$ cat src/rtl/usb_pkg.sv
// -----------------------------------------------------------------------------
// usb_pkg
// Shared definitions for the USB receive packet sequencer:
//   - 4-bit PID codes for the tokens and data packets the sequencer handles
//   - sequencer state enumeration
//   - decoded SYNC byte value
//   - PID check helper (upper nibble must be the complement of the lower)
// -----------------------------------------------------------------------------
package usb_pkg;

  localparam logic [3:0] PID_OUT   = 4'h1;
  localparam logic [3:0] PID_SETUP = 4'hD;
  localparam logic [3:0] PID_DATA0 = 4'h3;
  localparam logic [3:0] PID_DATA1 = 4'hB;

  // SYNC field 00000001 on the wire, LSB first.
  localparam logic [7:0] USB_SYNC_BYTE = 8'h80;

  typedef enum logic [2:0] {
    ST_IDLE      = 3'd0,
    ST_PID       = 3'd1,
    ST_TOKEN     = 3'd2,
    ST_WAIT_DATA = 3'd3,
    ST_DATA      = 3'd4,
    ST_HANDSHAKE = 3'd5,
    ST_DISCARD   = 3'd6
  } seq_state_e;

  // A PID byte is well formed when its check nibble is the complement of the PID.
  function automatic logic pid_check_ok(input logic [7:0] pid_byte);
    return (pid_byte[7:4] == ~pid_byte[3:0]);
  endfunction

endpackage

$ cat src/rtl/usb_crc_strip.sv
// -----------------------------------------------------------------------------
// usb_crc_strip
// Two-byte delay line that holds back the trailing CRC16 of a data packet.
// A byte pushed while two bytes are already held pushes the oldest one out.
// Ports:
//   i_clk, i_rst     clock, asynchronous active-high reset
//   i_push, i_byte   push a new byte into the line
//   i_flush          drop held bytes (end of packet); applied after a push
//                    in the same cycle
//   i_clear          empty the line at the start of a packet
//   o_byte_out       byte leaving the line (registered)
//   o_valid_out      one-cycle strobe qualifying o_byte_out
//   o_held           number of bytes currently held (0..2)
// -----------------------------------------------------------------------------
module usb_crc_strip
  import usb_pkg::*;
(
  input  logic       i_clk,
  input  logic       i_rst,
  input  logic       i_push,
  input  logic       i_flush,
  input  logic       i_clear,
  input  logic [7:0] i_byte,
  output logic [7:0] o_byte_out,
  output logic       o_valid_out,
  output logic [1:0] o_held
);

  logic [7:0] r_b0;     // oldest held byte
  logic [7:0] r_b1;     // newest held byte
  logic [1:0] r_held;
  logic [7:0] r_out;
  logic       r_valid;

  // Delay line shift register and output strobe.
  always_ff @(posedge i_clk or posedge i_rst) begin
    if (i_rst) begin
      r_b0    <= 8'h00;
      r_b1    <= 8'h00;
      r_held  <= 2'd0;
      r_out   <= 8'h00;
      r_valid <= 1'b0;
    end else if (i_clear) begin
      r_held  <= 2'd0;
      r_valid <= 1'b0;
    end else begin
      r_valid <= 1'b0;
      if (i_push) begin
        case (r_held)
          2'd0: begin
            r_b0   <= i_byte;
            r_held <= 2'd1;
          end
          2'd1: begin
            r_b1   <= i_byte;
            r_held <= 2'd2;
          end
          default: begin
            r_out   <= r_b0;
            r_valid <= 1'b1;
            r_b0    <= r_b1;
            r_b1    <= i_byte;
          end
        endcase
      end
      // Flush wins over the push's count update: held CRC bytes are dropped.
      if (i_flush) begin
        r_held <= 2'd0;
      end
    end
  end

  assign o_byte_out  = r_out;
  assign o_valid_out = r_valid;
  assign o_held      = r_held;

endmodule

$ cat src/rtl/usb_rx_pkt_sequencer.sv
// -----------------------------------------------------------------------------
// usb_rx_pkt_sequencer
// Packet-level sequencer behind the USB receive datapath. Parses PIDs and
// OUT/SETUP tokens against DEV_ADDR/DEV_ENDP, strips the CRC16 from DATA0/1
// payloads, forwards payload bytes downstream and requests ACK/NAK handshakes.
//
// Optional feature macro: USB_RX_TOGGLE_CHECK_EN
//   defined   : DATA0/DATA1 toggle tracking with duplicate suppression
//   undefined : every good accepted data packet is committed, data_toggle = 0
//
// Ports:
//   i_clk, i_rst        clock, asynchronous active-high reset
//   i_rx_receiving      receive controller is inside a packet
//   i_rx_byte_valid     strobe: i_rx_byte holds a new byte
//   i_rx_byte           received byte
//   i_rx_eop            strobe: end of packet
//   i_rx_crc_ok         CRC result, valid with i_rx_eop
//   i_rx_error          receive controller error
//   i_payload_ready     downstream has room for MAX_PAYLOAD bytes
//   o_payload_data/valid forwarded payload byte and strobe
//   o_pkt_commit        strobe: forwarded payload is good and new
//   o_pkt_abort         strobe: forwarded payload must be discarded
//   o_hs_valid, o_hs_ack handshake request (ack=1 ACK, ack=0 NAK)
//   o_data_toggle       expected DATA PID (0 = DATA0, 1 = DATA1)
//   o_busy              sequencer not idle
// -----------------------------------------------------------------------------
module usb_rx_pkt_sequencer
  import usb_pkg::*;
#(
  parameter logic [6:0] DEV_ADDR      = 7'h05,
  parameter logic [3:0] DEV_ENDP      = 4'h1,
  parameter int         MAX_PAYLOAD   = 64,
  parameter int         TOKEN_TIMEOUT = 255
) (
  input  logic       i_clk,
  input  logic       i_rst,
  input  logic       i_rx_receiving,
  input  logic       i_rx_byte_valid,
  input  logic [7:0] i_rx_byte,
  input  logic       i_rx_eop,
  input  logic       i_rx_crc_ok,
  input  logic       i_rx_error,
  input  logic       i_payload_ready,
  output logic [7:0] o_payload_data,
  output logic       o_payload_valid,
  output logic       o_pkt_commit,
  output logic       o_pkt_abort,
  output logic       o_hs_valid,
  output logic       o_hs_ack,
  output logic       o_data_toggle,
  output logic       o_busy
);

  localparam int TW  = $clog2(TOKEN_TIMEOUT + 1);
  localparam int PCW = $clog2(MAX_PAYLOAD + 1);

  seq_state_e     r_state, w_state_nxt;
  logic [7:0]     r_pid_byte, w_pid_byte_nxt;
  logic           r_pid_eop, w_pid_eop_nxt;       // PID byte arrived with EOP
  logic           r_armed, w_armed_nxt;
  logic           r_tok_setup, w_tok_setup_nxt;   // token being collected is SETUP
  logic           r_armed_setup, w_armed_setup_nxt;
  logic [1:0]     r_tok_cnt, w_tok_cnt_nxt;
  logic [7:0]     r_tok_b1, w_tok_b1_nxt;
  logic [2:0]     r_tok_b2, w_tok_b2_nxt;         // only the ENDP bits are kept
  logic [TW-1:0]  r_timer, w_timer_nxt;
  logic           r_ready, w_ready_nxt;           // payload_ready sampled at DATA entry
  logic           r_fwd, w_fwd_nxt;               // a payload byte has been forwarded
  logic [PCW-1:0] r_pay_cnt, w_pay_cnt_nxt;
  logic           r_commit, w_commit;
  logic           r_abort, w_abort;
  logic           r_hs_valid, w_hs_valid;
  logic           r_hs_ack, w_hs_ack;
  logic           r_busy;
  logic           w_tok_good;
  logic           w_push, w_flush, w_clear;
`ifdef USB_RX_TOGGLE_CHECK_EN
  logic           r_toggle, w_toggle_nxt;
  logic           r_pkt_toggle, w_pkt_toggle_nxt;
`endif

  logic [7:0]     w_strip_byte;
  logic           w_strip_valid;
  logic [1:0]     w_held;
  logic           w_overrun;
  logic [1:0]     w_held_after;
  logic           w_len_crc_ok;

  usb_crc_strip u_crc_strip (
    .i_clk       (i_clk),
    .i_rst       (i_rst),
    .i_push      (w_push),
    .i_flush     (w_flush),
    .i_clear     (w_clear),
    .i_byte      (i_rx_byte),
    .o_byte_out  (w_strip_byte),
    .o_valid_out (w_strip_valid),
    .o_held      (w_held)
  );

  // A byte that would push out payload byte MAX_PAYLOAD+1 is an overrun.
  assign w_overrun    = i_rx_byte_valid && (w_held == 2'd2) &&
                        (r_pay_cnt == PCW'(MAX_PAYLOAD));
  // Bytes held after this cycle's push; fewer than 2 means no room for a CRC16.
  assign w_held_after = (i_rx_byte_valid && !w_overrun) ?
                        ((w_held == 2'd2) ? 2'd2 : (w_held + 2'd1)) : w_held;
  assign w_len_crc_ok = i_rx_crc_ok && (w_held_after == 2'd2);

  // Next-state, handshake outcome and delay-line control.
  always_comb begin
    w_state_nxt       = r_state;
    w_pid_byte_nxt    = r_pid_byte;
    w_pid_eop_nxt     = r_pid_eop;
    w_armed_nxt       = r_armed;
    w_tok_setup_nxt   = r_tok_setup;
    w_armed_setup_nxt = r_armed_setup;
    w_tok_cnt_nxt     = r_tok_cnt;
    w_tok_b1_nxt      = r_tok_b1;
    w_tok_b2_nxt      = r_tok_b2;
    w_timer_nxt       = r_timer;
    w_ready_nxt       = r_ready;
    w_fwd_nxt         = r_fwd;
    w_pay_cnt_nxt     = r_pay_cnt;
    w_commit          = 1'b0;
    w_abort           = 1'b0;
    w_hs_valid        = 1'b0;
    w_hs_ack          = 1'b0;
    w_push            = 1'b0;
    w_flush           = 1'b0;
    w_clear           = 1'b0;
    w_tok_good        = 1'b0;
`ifdef USB_RX_TOGGLE_CHECK_EN
    w_toggle_nxt      = r_toggle;
    w_pkt_toggle_nxt  = r_pkt_toggle;
`endif

    case (r_state)
      ST_IDLE: begin
        if (i_rx_byte_valid) begin
          w_pid_byte_nxt = i_rx_byte;
          w_pid_eop_nxt  = i_rx_eop;
          w_state_nxt    = ST_PID;
        end else begin
          w_state_nxt = ST_IDLE;
        end
      end

      ST_PID: begin
        if (i_rx_error) begin
          w_state_nxt = i_rx_eop ? ST_IDLE : ST_DISCARD;
        end else if (r_pid_eop || i_rx_eop) begin
          // PID-only packet: nothing for this sequencer to do.
          w_state_nxt = ST_IDLE;
        end else if (!pid_check_ok(r_pid_byte)) begin
          w_state_nxt = ST_DISCARD;
        end else begin
          case (r_pid_byte[3:0])
            PID_OUT, PID_SETUP: begin
              w_state_nxt     = ST_TOKEN;
              w_tok_setup_nxt = (r_pid_byte[3:0] == PID_SETUP);
              w_tok_cnt_nxt   = 2'd0;
            end
            PID_DATA0, PID_DATA1: begin
              if (r_armed) begin
                w_state_nxt   = ST_DATA;
                w_ready_nxt   = i_payload_ready;
                w_fwd_nxt     = 1'b0;
                w_pay_cnt_nxt = {PCW{1'b0}};
                w_clear       = 1'b1;
`ifdef USB_RX_TOGGLE_CHECK_EN
                w_pkt_toggle_nxt = r_pid_byte[3];
`endif
              end else begin
                w_state_nxt = ST_DISCARD;
              end
            end
            default: w_state_nxt = ST_DISCARD;
          endcase
        end
      end

      ST_TOKEN: begin
        if (i_rx_error) begin
          w_state_nxt = i_rx_eop ? ST_IDLE : ST_DISCARD;
        end else begin
          if (i_rx_byte_valid) begin
            case (r_tok_cnt)
              2'd0:    w_tok_b1_nxt = i_rx_byte;
              2'd1:    w_tok_b2_nxt = i_rx_byte[2:0];
              default: w_tok_b1_nxt = r_tok_b1;
            endcase
            w_tok_cnt_nxt = (r_tok_cnt == 2'd3) ? 2'd3 : (r_tok_cnt + 2'd1);
          end else begin
            w_tok_cnt_nxt = r_tok_cnt;
          end
          // Byte (if any) is folded in before the EOP is judged.
          w_tok_good = i_rx_crc_ok && (w_tok_cnt_nxt == 2'd2) &&
                       (w_tok_b1_nxt[6:0] == DEV_ADDR) &&
                       ({w_tok_b2_nxt, w_tok_b1_nxt[7]} == DEV_ENDP);
          if (i_rx_eop) begin
            if (w_tok_good) begin
              w_state_nxt       = ST_WAIT_DATA;
              w_armed_nxt       = 1'b1;
              w_armed_setup_nxt = r_tok_setup;
              w_timer_nxt       = TW'(TOKEN_TIMEOUT - 1);
`ifdef USB_RX_TOGGLE_CHECK_EN
              w_toggle_nxt      = r_tok_setup ? 1'b0 : r_toggle;
`endif
            end else begin
              w_state_nxt = ST_IDLE;
            end
          end else begin
            w_state_nxt = ST_TOKEN;
          end
        end
      end

      ST_WAIT_DATA: begin
        if (i_rx_error) begin
          w_state_nxt = i_rx_eop ? ST_IDLE : ST_DISCARD;
        end else if (i_rx_byte_valid) begin
          w_pid_byte_nxt = i_rx_byte;
          w_pid_eop_nxt  = i_rx_eop;
          w_state_nxt    = ST_PID;
        end else if (r_timer == {TW{1'b0}}) begin
          w_state_nxt = ST_IDLE;
        end else begin
          w_timer_nxt = r_timer - TW'(1);
        end
      end

      ST_DATA: begin
        if (i_rx_error) begin
          w_state_nxt = i_rx_eop ? ST_IDLE : ST_DISCARD;
          w_abort     = r_fwd;
        end else if (w_overrun) begin
          w_abort     = 1'b1;
          w_state_nxt = i_rx_eop ? ST_IDLE : ST_DISCARD;
        end else begin
          if (i_rx_byte_valid) begin
            w_push = 1'b1;
            if (w_held == 2'd2) begin
              w_pay_cnt_nxt = r_pay_cnt + PCW'(1);
              w_fwd_nxt     = r_fwd | r_ready;
            end else begin
              w_pay_cnt_nxt = r_pay_cnt;
            end
          end else begin
            w_push = 1'b0;
          end
          if (i_rx_eop) begin
            w_flush     = 1'b1;
            w_state_nxt = ST_HANDSHAKE;
            if (!w_len_crc_ok) begin
              w_abort = 1'b1;
            end else if (!r_ready) begin
              // SETUP must never be NAKed: accept it on the wire, drop the data.
              w_hs_valid = 1'b1;
              w_hs_ack   = r_armed_setup;
              w_abort    = r_armed_setup;
`ifdef USB_RX_TOGGLE_CHECK_EN
            end else if (r_pkt_toggle != r_toggle) begin
              // Retransmission of a packet already committed: ACK it again.
              w_hs_valid = 1'b1;
              w_hs_ack   = 1'b1;
              w_abort    = 1'b1;
`endif
            end else begin
              w_hs_valid = 1'b1;
              w_hs_ack   = 1'b1;
              w_commit   = 1'b1;
`ifdef USB_RX_TOGGLE_CHECK_EN
              w_toggle_nxt = ~r_toggle;
`endif
            end
          end else begin
            w_state_nxt = ST_DATA;
          end
        end
      end

      ST_HANDSHAKE: begin
        if (i_rx_error && !i_rx_eop) begin
          w_state_nxt = ST_DISCARD;
        end else begin
          w_state_nxt = ST_IDLE;
        end
      end

      ST_DISCARD: begin
        // Also leave if the receive controller already dropped out of the packet.
        if (i_rx_eop || !i_rx_receiving) begin
          w_state_nxt = ST_IDLE;
        end else begin
          w_state_nxt = ST_DISCARD;
        end
      end

      default: w_state_nxt = ST_IDLE;
    endcase

    // A token only covers the data packet that immediately follows it.
    w_armed_nxt = ((w_state_nxt == ST_IDLE) || (w_state_nxt == ST_DISCARD)) ?
                  1'b0 : w_armed_nxt;
  end

  // Sequencer state and registered outputs.
  always_ff @(posedge i_clk or posedge i_rst) begin
    if (i_rst) begin
      r_state       <= ST_IDLE;
      r_pid_byte    <= 8'h00;
      r_pid_eop     <= 1'b0;
      r_armed       <= 1'b0;
      r_tok_setup   <= 1'b0;
      r_armed_setup <= 1'b0;
      r_tok_cnt     <= 2'd0;
      r_tok_b1      <= 8'h00;
      r_tok_b2      <= 3'd0;
      r_timer       <= {TW{1'b0}};
      r_ready       <= 1'b0;
      r_fwd         <= 1'b0;
      r_pay_cnt     <= {PCW{1'b0}};
      r_commit      <= 1'b0;
      r_abort       <= 1'b0;
      r_hs_valid    <= 1'b0;
      r_hs_ack      <= 1'b0;
      r_busy        <= 1'b0;
`ifdef USB_RX_TOGGLE_CHECK_EN
      r_toggle      <= 1'b0;
      r_pkt_toggle  <= 1'b0;
`endif
    end else begin
      r_state       <= w_state_nxt;
      r_pid_byte    <= w_pid_byte_nxt;
      r_pid_eop     <= w_pid_eop_nxt;
      r_armed       <= w_armed_nxt;
      r_tok_setup   <= w_tok_setup_nxt;
      r_armed_setup <= w_armed_setup_nxt;
      r_tok_cnt     <= w_tok_cnt_nxt;
      r_tok_b1      <= w_tok_b1_nxt;
      r_tok_b2      <= w_tok_b2_nxt;
      r_timer       <= w_timer_nxt;
      r_ready       <= w_ready_nxt;
      r_fwd         <= w_fwd_nxt;
      r_pay_cnt     <= w_pay_cnt_nxt;
      r_commit      <= w_commit;
      r_abort       <= w_abort;
      r_hs_valid    <= w_hs_valid;
      r_hs_ack      <= w_hs_ack;
      r_busy        <= (w_state_nxt != ST_IDLE);
`ifdef USB_RX_TOGGLE_CHECK_EN
      r_toggle      <= w_toggle_nxt;
      r_pkt_toggle  <= w_pkt_toggle_nxt;
`endif
    end
  end

  assign o_payload_data  = w_strip_byte;
  // r_ready is stable for the whole packet, so it can gate the strip output.
  assign o_payload_valid = w_strip_valid & r_ready;
  assign o_pkt_commit    = r_commit;
  assign o_pkt_abort     = r_abort;
  assign o_hs_valid      = r_hs_valid;
  assign o_hs_ack        = r_hs_ack;
  assign o_busy          = r_busy;
`ifdef USB_RX_TOGGLE_CHECK_EN
  assign o_data_toggle   = r_toggle;
`else
  assign o_data_toggle   = 1'b0;
`endif

endmodule
$ cat config.mk
export PLATFORM = sky130hd
export DESIGN_NAME = usb_rx_pkt_sequencer
export DESIGN_NICKNAME = d
export VERILOG_FILES = /design/src/rtl/usb_pkg.sv /design/src/rtl/usb_crc_strip.sv /design/src/rtl/usb_rx_pkt_sequencer.sv
export SDC_FILE = /design/constraint.sdc
export NUM_CORES = 1
export LEC_CHECK = 0
export CAP_MARGIN = 30
export CORE_MARGIN = 1.5
export CORE_UTILIZATION = 35
export DETAILED_ROUTE_END_ITERATION = 16
export PLACE_DENSITY_LB_ADDON = 0.1
export SYNTH_ARGS = -nofsm -noshare
export SYNTH_HDL_FRONTEND = slang
export SYNTH_SLANG_ARGS = --single-unit
$ cat constraint.sdc
create_clock -name i_clk -period 4.6 [get_ports i_clk]
set_input_delay 0.92 -clock i_clk [delete_from_list [all_inputs] [get_ports i_clk]]
set_output_delay 0.92 -clock i_clk [all_outputs]
set_load 0.1 [all_outputs]
==> results of run 1 <==
## kinds of logic after synthesis
family,after synthesis
AOI/OAI and AO/OA,42
xor gates and xnor gates,15
adders and majority gates,6
buffers and inverters,24
DFF,77
muxes,50
other,1
and+or+nand+nor,115
## synth_stat cells, types with 3 or more instances
master / instances
a21oi_1: 18
and3_1: 5
buf_2: 5
dfrtp_1: 77
ha_1: 6
inv_1: 13
mux2_2: 40
mux2i_1: 10
nand2_1: 23
nand2b_1: 8
nand3_1: 9
nand3b_1: 3
nand4bb_1: 3
nor2_1: 28
nor2b_1: 3
nor3_1: 4
nor3b_1: 7
nor4b_1: 3
o2111ai_1: 3
xnor2_1: 4
xor2_1: 11
## power breakdown
part	internal (mW)	total (mW)	leakage [nW]	switching [mW]
Clock	0.203	0.478	0.0948	0.275
Combinational	0.399	0.956	0.860	0.557
Sequential	0.897	1.07	0.993	0.171
Total	1.50	2.50	1.95	1.00
## worst paths after layout
path                                                         end                     from  cells after the start  slack (ps)
hold / removal                           r_tok_b1[3]$_DFFE_PP0P_  r_tok_b1[3]$_DFFE_PP0P_                      1         510
setup / recovery                       r_armed_setup$_DFFE_PP0P_          i_rx_byte_valid                      6        1520
hold reg to reg                          r_tok_b1[3]$_DFFE_PP0P_  r_tok_b1[3]$_DFFE_PP0P_                      1         510
max in group asynchronous                 r_timer[6]$_DFFE_PP0P_                    i_rst                      3        2660
min in group asynchronous  u_crc_strip.o_byte_out[0]$_DFFE_PP0P_                    i_rst                      2        1030
setup reg to reg                 u_crc_strip.r_b0[3]$_DFFE_PP0P_     r_state[2]$_DFF_PP0_                      5        2030
## registers in the layout (all words and copies together) (netlist names), 3 cells and up
signal,count
r_pay_cnt,7
r_pid_byte,8
r_state,3
r_timer,8
r_tok_b1,8
r_tok_b2,3
u_crc_strip.o_byte_out,8
u_crc_strip.r_b0,8
u_crc_strip.r_b1,8
## metal layers
| layer | part of all wire (%) | track usage, % |
|---|---|---|
| met3 | 3.4 | 3.47 |
| met5 | 0 | 0 |
| met1 | 49 | 19.9 |
| met4 | 0.96 | 4.48 |
| met2 | 47 | 23.1 |
## cell type report
cell class                      count  area share [%]
Multi-Input combinational cell    229            39.8
Tap cell                          136            3.85
Timing Repair Buffer               34            7.42
Inverter                           14            1.22
Clock inverter                      7            1.22
Sequential cell                    77            43.6
Clock buffer                        9            2.81
## stage by stage
stage,cells,utilization (%)
finish,506,42.4
global route,506,42.4
CTS,506,42.4
detailed placement,490,40.7
global placement,490,40.7
floorplan,330,-
==> flow_summary.ini, run 1 <==
[flow_run]
max-cap-violations = 0

[route]
drc = 0
ant_nets = 0
wl_per_cell_um = 15.0
dr_total_vias = 2521
dr.pass1.iters = 4
via_per_inst = 4.98
drt_iter0_drc = 95
drt-total-wl_um = 7610

[synth]
synth_top_family_by_area = simple AND/OR/NAND/NOR gates
yosysTopAreaCellShare_pct = 50.8
synthSimpleGateAreaFrac_pct = 18.6
async_flop_share_pct = 100
synth_compound_area_share_pct = 7.73
seq_area_frac_synth_pct = 50.8
syn_area_per_cell_um2 = 11.5
synth_fa_ha_area_share_pct = 1.98
synthXorXnorAreaFrac_pct = 3.47
synthMuxAreaShare_pct = 14.5
yosys-top-cells-area = dfrtp_1 51%, mux2_2 12%, nor2_1 2.8%
yosys.area.top_type = dfrtp_1
synth_edf_count = 0
syn_area_um2 = 3790
synth-seq-cells = 77
yosysWarnings = 0
synthDistinctLibCells = 57
syn_nets = 352
postSynthCellCount = 330
synth_top_flop_cell = dfrtp_1

[placed_design]
dp_slack_ps = 1170
routabilityCongestion = 0.773
postPlaceCellArea_um2 = 4240
hpwl_um = 5330
numPortBuffers = 29

[cells_and_area]
nNetsFinal = 387
fillCellCount = 1012
final_common_cell = dfrtp_1
multiInputGateArea_um2 = 1760
final_cell_mix = 77 x dfrtp_1, 40 x mux2_2, 29 x clkdlybuf4s50_1
drive_above_1_share_pct = 20.8
final_cell_area_um2 = 4420
final-seq-area_um2 = 1930
area_growth_pct = 16.5
insertedDiodeCount = 0

[clock_network]
cts_setup_buffers = 0
cts_max_level = 3
ctsHoldBuffers = 0
cts_tree = yes
cts-resized-gates = 0
cts_num_sinks = 77
clock_latency_ps = 350
cts_buffer_depth = 2
clock-root-buffer = clkbuf_8
clk_pin_slew_worst_paths_ps = 80
numCtsBuffers = 9

[sta]
post-route-period-util_pct = 66.9
slew_headroom_pct = 34.8
holdWs_ps = 508
setup_tns_ps = 0
finClkSkew_ps = 8.65
rsz0062_at_grt = no
fin_crit_ps = 3080
maxSlewViolCount = 0
layout_setup_ws_ps = 1520
worst_pin_slew_ps = 976
hold_viol_final = 0
fmax_ghz = 0.325
setup_violations = 0

[critical_path]
path_buf_inv = 1
cp_max_fo = 12
cp-start-kind = input port
crit_required_ps = 4830
cp_cell_sequence = clkdlybuf4s50_1, nor3b_2, nand3_1, a2111oi_2, nand2_1, mux2_2
crit_path_end_kind = flip-flop
max_stage_delay_ps = 760
cp_slowest_cell = clkdlybuf4s50_1
cp_data_arrival_time_ps = 3310
cp_top_family = simple AND/OR/NAND/NOR gates
critPathKind = in2reg

[power]
total_power_mw = 2.50
leakage_nw = 1.95
ir_worst_vdd_v = 0.000348
pwr_density_cell_nw_per_um2 = 567

[die]
coreArea_um2 = 10400
ios = 31
die_area_um2 = 11500
dieWidth_um = 107
rows = 37
die_h_um = 107
initial_utilization_pct = 36.4

[hold_path]
min_path_type = reg2reg

[grt]
grt_max_degree = 51
grt_pass1_wl_um = 13000
overflow = 0
antenna_found_initial = 0
globalRouteTotalUtil_pct = 14.6
grt_pass1_vias = 2564

[run_status]
outcome = complete, no violations
No activity file was read; power rests on OpenSTA's default activity.
==> inputs of run 2 (changes only) <==
==> constraint.sdc (replaced) <==
create_clock -name i_clk -period 3.02 [get_ports i_clk]
set_input_delay 0.604 -clock i_clk [delete_from_list [all_inputs] [get_ports i_clk]]
set_output_delay 0.604 -clock i_clk [all_outputs]
set_load 0.1 [all_outputs]
==> run 2 against run 1 <==
Compared with the run above: routed wire length up 3.7%; cell count is 3.8% higher; first-iteration DRC count fell by 45%; core utilization up 1.9 points; non-clock buffer count up 19; hold slack got worse by 3.0 ps; sequential power up 52%; clock power increased by 110%; global-route usage increased by 0.76 points; largest power group unchanged; highest routed layer unchanged.
==> flow_summary.ini, run 2 (synthesis results as in run 1) <==
[critical_path]
critPathKind = in2reg
cp_max_fo = 5
cp_cell_sequence = clkdlybuf4s50_1, buf_4, nand3b_2, mux2i_1, a2111oi_2, buf_4, or4_4, or3b_1, nand4_1
cp-start-kind = input port
r2r_start = r_state[2]$_DFF_PP0_
crit_required_ps = 3330
cpMostUsedCell = buf_4
cp_data_arrival_time_ps = 2840
startpoint = i_rx_byte_valid
crit_path_end_kind = flip-flop
max_stage_delay_ps = 560
cp_slowest_cell = or4_4

[sta]
setup_violations = 0
fmax_ghz = 0.395
finClkSkew_ps = 13.5
worst_pin_slew_ps = 713
slew_headroom_pct = 52.4
setup_tns_ps = 0
fin_crit_ps = 2530
post-route-period-util_pct = 83.8
rsz0062_at_grt = no
hold_viol_final = 0
maxSlewViolCount = 0

[die]
initial_utilization_pct = 36.4
die_h_um = 107
coreArea_um2 = 10400
dieWidth_um = 107
die_area_um2 = 11500
ios = 31
rows = 37

[route]
dr.pass1.iters = 4
drt-total-wl_um = 7890
wl_per_cell_um = 15.0
drc = 0
drt_iter0_drc = 52
ant_nets = 0
via_per_inst = 4.95
dr_total_vias = 2599

[cells_and_area]
insertedDiodeCount = 0
area_growth_pct = 21.7
final_common_cell = dfrtp_1
multiInputGateArea_um2 = 1760
fillCellCount = 986
final-seq-area_um2 = 1930
final_cell_mix = 77 x dfrtp_1, 40 x mux2_2, 37 x buf_4
drive_above_1_share_pct = 28.3
nNetsFinal = 406

[clock_network]
cts-resized-gates = 0
cts_max_level = 3
clock-root-buffer = clkbuf_8
cts_setup_buffers = 0
ctsHoldBuffers = 0
clk_pin_slew_worst_paths_ps = 90
clock_latency_ps = 360
numCtsBuffers = 9
cts_num_sinks = 77
cts_tree = yes
cts_buffer_depth = 2

[hold_path]
min_path_type = reg2reg
min_from = r_tok_b1[0]$_DFFE_PP0P_

[placed_design]
routabilityCongestion = 0.777
hpwl_um = 5740
numPortBuffers = 29

[grt]
grt_pass1_vias = 2665
overflow = 0
globalRouteTotalUtil_pct = 15.4
grt_max_degree = 48
grt_pass1_wl_um = 13600
antenna_found_initial = 0

[run_status]
outcome = complete, no violations

[power]
pwr_density_cell_nw_per_um2 = 891
total_power_mw = 4.11
ir_worst_vdd_v = 0.000484
leakage_nw = 2.10

[flow_run]
max-cap-violations = 0
[run 2: cell types whose count changed in the layout (fill, tap and decap cells not counted)]
cell / delta
inv_8: +2
bufinv_16: +3
clkdlybuf4s50_1: -14
clkinv_2: -2
inv_6: -3
buf_12: +1
buf_4: +32
[run 2: where the power goes]
part           switching (mW)  internal (mW)  total (mW)
registers               0.264           1.37        1.63
clock network           0.428          0.565       0.993
logic                   0.867          0.621        1.49
total                    1.56           2.55        4.11
[run 2: cell type report]
| type | count | area share (%) |
|---|---|---|
| Timing Repair Buffer | 53 | 9.71 |
| Inverter | 14 | 1.17 |
| Tap cell | 136 | 3.69 |
| Sequential cell | 77 | 41.8 |
| Multi-Input combinational cell | 229 | 38.1 |
| Clock buffer | 9 | 2.69 |
| Clock inverter | 7 | 2.82 |
[run 2: critical path, delay by kind of cell]
family / cells / cell delay [ps]
simple gates: 4 / 1120
mux: 1 / 220
buf+inv: 3 / 800
compound gates: 1 / 80
[run 2: layer usage]
layer / share of wire (%) / track usage (%)
met5: 0 / 0
met4: 2.6 / 7.24
met3: 3.4 / 3.59
met2: 46 / 23.9
met1: 48 / 20.2
[run 2: per-stage QoR]
step                cells  area, um^2  utilization (%)  worst slack (ps)  hold slack (ps)
floorplan             330        3790                -               449              463
detailed placement    509        4360             41.8              89.1              488
global route          525        4610             44.3               400              534
finish                525        4610             44.3               489              505
global placement      509        4360             41.8               193              482
CTS                   525        4610             44.3               495              507
[run 2: path summary, 6_finish.rpt]
path	slack (ps)	endpoint	cells after the start
hold reg to reg	510	r_tok_b1[0]$_DFFE_PP0P_	1
max in group asynchronous	1800	r_pid_byte[1]$_DFFE_PP0P_	3
setup / recovery	490	r_armed$_DFFE_PP0P_	9
setup reg to reg	600	u_crc_strip.o_byte_out[2]$_DFFE_PP0P_	4
min in group asynchronous	600	r_pay_cnt[1]$_DFFE_PP0P_	2
hold / removal	510	r_tok_b1[0]$_DFFE_PP0P_	1
==> inputs of run 3 (changes only) <==
==> constraint.sdc (replaced) <==
create_clock -name i_clk -period 2.17 [get_ports i_clk]
set_input_delay 0.434 -clock i_clk [delete_from_list [all_inputs] [get_ports i_clk]]
set_output_delay 0.434 -clock i_clk [all_outputs]
set_load 0.1 [all_outputs]
==> run 3 against run 2 <==
Compared with the run above: via count up 6.5%; routed wire length up 5.9%; combinational power up 67%; sequential cell count unchanged; hold slack worse by 69 ps; design area up 10%; die area unchanged; critical path depth down 1; register-to-register slack worse by 550 ps; count of clock-buffer cells in the layout unchanged; core utilization up 4.5 points; largest cell class unchanged.
==> flow_summary.ini, run 3 (synthesis results as in run 1) <==
[cells_and_area]
final_cell_area_um2 = 5080
final-seq-area_um2 = 1930
multiInputGateArea_um2 = 1910
nNetsFinal = 451
insertedDiodeCount = 0
drive_above_1_share_pct = 39.6
final_cell_mix = 78 x buf_4, 75 x dfrtp_1, 40 x mux2_2
final_util_pct = 48.8
area_growth_pct = 34.2
fillCellCount = 957
final_common_cell = buf_4

[critical_path]
cp-start-kind = input port
cp_top_family = simple AND/OR/NAND/NOR gates
cp_cell_sequence = clkdlybuf4s50_1, buf_6, nor2_1, mux2i_2, a2111oi_4, or4_4, or3b_1, nand4_1
critPathKind = in2reg
cp_slowest_cell = or4_4
cp_max_fo = 4
crit_path_end_kind = flip-flop
max_stage_delay_ps = 570
r2r_start = r_tok_cnt[0]$_DFFE_PP0P_
crit_required_ps = 2470
path_buf_inv = 2
startpoint = i_rx_byte[2]
cp_data_arrival_time_ps = 2440

[die]
initial_utilization_pct = 36.4
die_h_um = 107
coreArea_um2 = 10400
die_area_um2 = 11500
ios = 31
dieWidth_um = 107
rows = 37

[clock_network]
ctsHoldBuffers = 0
numCtsBuffers = 9
clock_latency_ps = 360
cts_num_sinks = 77
clock-root-buffer = clkbuf_8
clk_pin_slew_worst_paths_ps = 90
cts_buffer_depth = 2
cts_max_level = 3
cts_tree = yes

[sta]
setup_violations = 0
finClkSkew_ps = 13.4
slew_headroom_pct = 63.1
fmax_ghz = 0.467
hold_viol_final = 0
rsz0062_at_grt = yes
fin_crit_ps = 2140
worst_pin_slew_ps = 552
maxSlewViolCount = 0
layout_setup_ws_ps = 28.6
post-route-period-util_pct = 98.7

[grt]
globalRouteTotalUtil_pct = 16.0
antenna_found_initial = 0
grt_max_degree = 51
grt_pass1_vias = 2855
grt_pass1_wl_um = 14100
overflow = 0

[hold_path]
min_from = i_rx_byte_valid
min_path_type = in2reg

[run_status]
outcome = complete, no violations

[route]
drt_iter0_drc = 113
ant_nets = 0
wl_per_cell_um = 14.7
dr.pass1.iters = 6
via_per_inst = 4.86
drt-total-wl_um = 8360
dr_total_vias = 2769
drc = 0

[placed_design]
numPortBuffers = 29
routabilityCongestion = 0.794
dp_slack_ps = -612
hpwl_um = 6070
postPlaceCellArea_um2 = 4670

[flow_run]
max-cap-violations = 0

[power]
total_power_mw = 5.88
leakage_nw = 2.33
ir_worst_vdd_v = 0.000652
pwr_density_cell_nw_per_um2 = 1160
-- run 3: final cells by class --
class / instances / area share [%]
clock buffers: 9 / 2.44
multi-input cells: 229 / 37.5
clock inverters: 7 / 1.60
inverters: 14 / 1.11
flip-flops and latches: 77 / 37.9
well taps: 136 / 3.35
repair buffers: 98 / 16.0
-- run 3: final timing paths --
path | end | slack, ps | cells past startpoint
worst max-delay path | r_armed$_DFFE_PP0P_ | 30 | 8
worst min-delay path | r_tok_cnt[1]$_DFFE_PP0P_ | 440 | 3
worst max register to register | r_armed$_DFFE_PP0P_ | 50 | 6
worst min register to register | r_tok_b1[2]$_DFFE_PP0P_ | 510 | 1
max in group asynchronous | r_tok_cnt[0]$_DFFE_PP0P_ | 1350 | 3
min in group asynchronous | r_tok_b1[4]$_DFFE_PP0P_ | 500 | 3
-- run 3: tightest hold or removal path: cells and delay by family --
family,cells,cell delay [ps]
simple gates,1,40
compound gates,1,150
buf+inv,1,150
-- run 3: timing repair --
action | CTS | global route
setup endpoints to repair | 17 | 23
pin swaps | 6 | 9
setup buffers | 3 | 6
resized for setup | 15 | 16
-- run 3: report_power, final --
group,switching (mW),internal (mW)
clock network,0.592,0.547
registers,0.347,1.91
logic,1.36,1.13
total,2.30,3.58
-- run 3: stage by stage --
step,hold slack [ps],setup TNS [ps],cells
2_1_floorplan,463,0,330
3_3_place_gp,486,-17060,547
3_5_place_dp,493,-19290,547
4_1_cts,505,-10.6,566
5_1_grt,441,-99.7,570
6_report,436,0,570
-- run 3: routing by layer --
layer,share of wire [%],GRT usage [%],up-vias
li1,-,-,1372
met1,48,21.4,1351
met2,48,25.7,38
met3,3.0,3.65,8
met4,1.3,5.14,0
met5,0,0,-
